<file path="src/rtl/apes_stim_pkg.sv">
// Shared types and defaults for the ASIC test-pulse generator and its response monitor.
package apes_stim_pkg;

  typedef enum logic [0:0] {
    IDLE  = 1'b0,
    ARMED = 1'b1
  } state_e;

  localparam int CNT_W_DEF  = 16;
  localparam int LAT_W_DEF  = 8;
  localparam int WINDOW_DEF = 100;

  // Saturating increment of a w-bit value carried in 32 bits (w <= 32).
  function automatic logic [31:0] sat_inc(input logic [31:0] v, input int w);
    logic [31:0] max_v;
    max_v = (32'd1 << w) - 32'd1;
    return (v == max_v) ? v : v + 32'd1;
  endfunction

endpackage

</file>
<file path="src/rtl/sync_edge_det.sv">
// Two-flop synchronizer for an asynchronous input plus a rising-edge detect flop.
module sync_edge_det (
  input  logic clk50,
  input  logic rst_n,
  input  logic sig,
  output logic rise
);

  logic s1;
  logic s2;
  logic s3;

  always_ff @(posedge clk50 or negedge rst_n) begin
    if (!rst_n) begin
      s1 <= 1'b0;
      s2 <= 1'b0;
      s3 <= 1'b0;
    end else begin
      s1 <= sig;
      s2 <= s1;
      s3 <= s2;
    end
  end

  assign rise = s2 & ~s3;

endmodule

</file>
<file path="src/rtl/stim_response_monitor.sv">
// Measures stim-to-hit latency of ASIC test pulses and keeps saturating hit/miss/spurious counters.
module stim_response_monitor
  import apes_stim_pkg::*;
#(
  parameter int CNT_W  = CNT_W_DEF,
  parameter int LAT_W  = LAT_W_DEF,
  parameter int WINDOW = WINDOW_DEF
) (
  input  logic             clk50,
  input  logic             rst_n,
  input  logic             stim_en,
  input  logic             stim_in,
  input  logic             asic_hit,
  input  logic             clr,
  output logic [CNT_W-1:0] pulse_cnt,
  output logic [CNT_W-1:0] hit_cnt,
  output logic [CNT_W-1:0] miss_cnt,
  output logic [CNT_W-1:0] spur_cnt,
  output logic [LAT_W-1:0] last_lat,
  output logic             lat_valid,
  output logic             busy
);

  localparam logic [LAT_W-1:0] LAT_LAST = LAT_W'(WINDOW - 1);

  state_e           state;
  logic [LAT_W-1:0] lat;
  logic             stim_d;
  logic             stim_edge;
  logic             hit_edge;

  // Reported latency includes the fixed synchronizer delay of this path.
  sync_edge_det u_hit_sync (
    .clk50 (clk50),
    .rst_n (rst_n),
    .sig   (asic_hit),
    .rise  (hit_edge)
  );

  always_ff @(posedge clk50 or negedge rst_n) begin
    if (!rst_n) stim_d <= 1'b0;
    else        stim_d <= stim_in;
  end

  assign stim_edge = stim_in & ~stim_d & stim_en;
  assign busy      = (state == ARMED);

  always_ff @(posedge clk50 or negedge rst_n) begin
    if (!rst_n) begin
      state     <= IDLE;
      lat       <= '0;
      pulse_cnt <= '0;
      hit_cnt   <= '0;
      miss_cnt  <= '0;
      spur_cnt  <= '0;
      last_lat  <= '0;
      lat_valid <= 1'b0;
    end else if (clr) begin
      state     <= IDLE;
      lat       <= '0;
      pulse_cnt <= '0;
      hit_cnt   <= '0;
      miss_cnt  <= '0;
      spur_cnt  <= '0;
      last_lat  <= '0;
      lat_valid <= 1'b0;
    end else begin
      lat_valid <= 1'b0;
      case (state)
        IDLE: begin
          // A hit coinciding with the opening edge belongs to no window.
          if (hit_edge) spur_cnt <= CNT_W'(sat_inc(32'(spur_cnt), CNT_W));
          if (stim_edge) begin
            pulse_cnt <= CNT_W'(sat_inc(32'(pulse_cnt), CNT_W));
            lat       <= '0;
            state     <= ARMED;
          end
        end
        ARMED: begin
          if (!stim_en) begin
            state <= IDLE;
          end else begin
            lat <= lat + 1'b1;
            if (hit_edge) begin
              hit_cnt   <= CNT_W'(sat_inc(32'(hit_cnt), CNT_W));
              last_lat  <= lat;
              lat_valid <= 1'b1;
              state     <= IDLE;
            end else if (stim_edge || (lat == LAT_LAST)) begin
              miss_cnt <= CNT_W'(sat_inc(32'(miss_cnt), CNT_W));
              state    <= IDLE;
            end
            // A new stim edge rescored above restarts the window.
            if (stim_edge) begin
              pulse_cnt <= CNT_W'(sat_inc(32'(pulse_cnt), CNT_W));
              lat       <= '0;
              state     <= ARMED;
            end
          end
        end
        default: state <= IDLE;
      endcase
    end
  end

endmodule
</file>
<file path="config.mk">
export PLATFORM = sky130hd
export DESIGN_NAME = stim_response_monitor
export DESIGN_NICKNAME = d
export VERILOG_FILES = /design/src/rtl/apes_stim_pkg.sv /design/src/rtl/sync_edge_det.sv /design/src/rtl/stim_response_monitor.sv
export SDC_FILE = /design/constraint.sdc
export NUM_CORES = 1
export LEC_CHECK = 0
export ABC_AREA = 1
export BUFFER_PORTS_ARGS = -buffer_cell sky130_fd_sc_hd__buf_2
export CORE_MARGIN = 3
export CORE_UTILIZATION = 48
export DETAILED_ROUTE_END_ITERATION = 12
export PLACE_DENSITY = 0.69
export SLEW_MARGIN = 20
export SYNTH_ARGS = -nofsm -noshare
export SYNTH_HDL_FRONTEND = slang
export SYNTH_SLANG_ARGS = --single-unit
</file>
<file path="constraint.sdc">
create_clock -name clk50 -period 3.4 [get_ports clk50]
set_clock_uncertainty 0.2 [all_clocks]
set_input_delay 0.34 -clock clk50 [delete_from_list [all_inputs] [get_ports clk50]]
set_output_delay 0.34 -clock clk50 [all_outputs]
set_load 0.01 [all_outputs]
</file>
==> flow_summary.yaml <==
final_layout:
  final_nets: 749
  nFillCells: 1005
  drive_above_1_share: 0.2092
  area_growth_pct: 12.26
  post-route-cell-area_sq_um: 5753
  multi_input_area_sq_um: 2648
  regArea_sq_um: 2152
  n_antenna_cell: 0
yosys:
  synth_cells: 660
  yosysWarnings: 0
  synth_area_per_cell_sq_um: 7.765
  yosys_register_bits: 86
  ys_seq_area_frac: 0.4199
  synth.distinct_cells: 38
  syn-num-nets: 671
  synth_area_sq_um: 5125
placed_design:
  place_ws_ns: 1.291
  placed_area_sq_um: 5564
  numPortBuffers: 79
  gp_congestion: 0.8713
  hpwl_um: 8154
detailed_routing:
  wire_per_inst_um: 13.12
  drt_iter0_markers: 358
  routed_wl_um: 11500
  avgViaCountPerCell: 5.092
  vias: 4466
  drt_pass1_iterations: 4
  postRouteAntennaNets: 0
  drc_errors: 0
critical_path:
  required_ns: 3.46
  slowest_delay_ns: 0.45
  r2r_end: "pulse_cnt[13]"
  reg2reg_setup_slack_ns: 1.26
  cp_slowest_cell: "nand3_1"
  start_kind: "flip-flop"
  crit_arrival_ns: 2.20
  cp_cell_sequence: "ha_1, nand2_1, nor3_2, nand3_1, nand3_1, inv_2, nand2_1, nand2_1"
  crit_type: "flip-flop to flip-flop"
  cp_common_cell: "nand2_1"
  cp_max_fo: 14
  r2r_cells: 8
  crit_path_end_kind: "flip-flop"
  r2r-start: "pulse_cnt[0]"
timing:
  tns_ns: 0
  setup_slack_ns: 1.261
  finalHoldViolCount: 0
  timing.final.crit_share: 0.6290
  slew_viol_final: 0
  rsz0062_at_grt: "no"
  final-setup-viol-count: 0
  max_slew_margin: 0.4711
  tightestPinTransition_ns: 0.7933
  period_minus_slack_ns: 2.139
  fmax_mhz: 467.6
  fin_hold_ws_ns: 0.1434
grt:
  grt-ovfl-total: 0
  track_usage: 0.2093
  antenna_found_initial: 0
  grt_max_degree: 87
  grt_pass1_vias: 4275
  grt_pass1_wl_um: 19980
die:
  dieArea_sq_um: 11950
  die_y_um: 109.3
  initial_core_util: 0.4942
  ios: 80
  die_width_um: 109.3
  rows: 37
  core_area_sq_um: 10370
cts:
  clk_latency_ns: 0.36
  cts_tree: "built"
  cts_setup_buffers: 0
  clockBufferDepth: 2
  cts_buffers: 9
  cts_htree_levels: 3
  cts_sinks: 86
  path_clk_slew_ns: 0.08
  cts-root-buf: "clkbuf_8"
min_path:
  min_to: "u_hit_sync.s2"
  hold_path_depth: 0
  hold_start: "u_hit_sync.s1"
  min_path_type: "flip-flop to flip-flop"
flow_run:
  drv_cap: 0
pwr:
  vdd_drop_max_mv: 0.2369
  p_total_mw: 2.197
  power.density_nw_per_um2: 381.9
  leakagePower_nw: 2.804
run_status:
  status: "completed"
[cells in the mapped netlist, drive strengths merged]
library cell,count,area (sq um)
nand2,241,944.7
nor2,87,422.9
dfrtp,86,2152
o21ai,50,325.3
inv,47,183.9
nand3,39,227.7
xor2,26,227.7
nand4,19,125.1
xnor2,14,122.6
buf,13,125.1
a21oi,9,48.80
nor3,7,45.04
o31ai,6,45.04
ha,5,62.56
o21bai,4,30.03
clkbuf,3,11.26
and2,1,6.260
clkinv,1,5.000
nand3b,1,7.510
nor4,1,6.260
[metal layers]
metal / share of wire / wire (um) / track usage / vias up
li1: - / - / - / 2267
met1: 0.46 / 5339 / 0.2715 / 2105
met2: 0.48 / 5496 / 0.3487 / 82
met3: 0.044 / 511 / 0.05520 / 12
met4: 0.014 / 156 / 0.05343 / 0
met5: 0 / 0 / 0 / -
[power by group]
part           switching, mW  internal [mW]
sequential             0.114           1.09
combinational          0.227          0.138
clock                  0.348          0.276
total                  0.689           1.51
[sequential cells by signal, summed over array words and instances, names as in the netlist]
signal / flops
miss_cnt: 16
pulse_cnt: 16
last_lat: 8
lat: 8
u_hit_sync.s1: 1
stim_d: 1
busy: 1
u_hit_sync.s3: 1
hit_cnt: 16
lat_valid: 1
u_hit_sync.s2: 1
spur_cnt: 16
[cell families (layout without fill, tap and decap cells)]
logic type	Yosys count	count (layout)	synth area share
AND/OR/NAND/NOR	396	396	0.3484
flip-flops	86	86	0.4199
AO/OA/AOI/OAI	69	69	0.08765
buffers and inverters	64	145	0.06347
XOR/XNOR	40	40	0.06836
adder cells (fa/ha/maj)	5	5	0.01221
[layout by cell type, fill, tap and decap left out]
cell	synthesis	routed
o21bai_1	4	4
dfrtp_1	86	86
buf_4	3	1
nor2_1	75	75
nor3_2	2	2
ha_1	5	5
and2_1	1	1
buf_6	6	1
nand3_2	4	4
xnor2_1	14	14
xor2_1	26	26
nand3_4	1	1
nand4_1	18	18
inv_2	9	9
nand4_2	1	1
inv_4	1	1
clkbuf_8	0	10
nand2_4	3	3
o21ai_1	23	23
nand2_1	231	231
dlygate4sd3_1	0	3
nor2_2	4	4
buf_2	3	78
a21oi_1	8	8
clkinv_2	1	3
inv_6	1	1
nand3_1	34	34
nor2_8	3	3
nor3_1	5	5
o21ai_2	20	20
o21ai_0	7	7
nor4_1	1	1
clkbuf_1	3	2
nand3b_1	1	1
inv_1	36	36
nand2_2	7	7
nor2_4	5	5
o31ai_1	6	6
a21oi_2	1	1
[worst max-delay path, delay by kind of cell, from the launching register on]
family                     cells  cell delay (ns)
and+or+nand+nor                6             1.07
DFF                            1             0.43
adders and majority gates      1             0.23
buffers and inverters          1             0.09
[worst max path at each step]
stage	to	cells past startpoint	slack, ns	from
6_report	pulse_cnt[13]	8	1.26	pulse_cnt[0]
5_1_grt	pulse_cnt[13]	8	1.05	pulse_cnt[0]
4_1_cts	pulse_cnt[1]	8	1.22	pulse_cnt[0]
3_5_place_dp	pulse_cnt[1]	8	1.29	pulse_cnt[0]
3_3_place_gp	hit_cnt[0]	8	1.37	clr
2_1_floorplan	pulse_cnt[4]	7	1.62	pulse_cnt[0]
[metrics by stage]
step | cells | utilization
after floorplan | 660 | -
after global placement | 860 | 0.5366
after detailed placement | 860 | 0.5366
after CTS | 876 | 0.5535
after global routing | 877 | 0.5548
final | 877 | 0.5548
[area by class of cell]
class / count / share of cell area
Clock buffer: 12 / 0.02523
Clock inverter: 2 / 0.001740
Inverter: 48 / 0.03284
Multi-Input combinational cell: 510 / 0.4602
Sequential cell: 86 / 0.3741
Tap cell: 136 / 0.02958
Timing Repair Buffer: 83 / 0.07634
[what timing repair did]
action | CTS | global route
endpoints found under the hold margin | 2 | 86
hold buffers | 2 | 1
resized for setup | 0 | 0
Power figures use the tool's default switching activity.
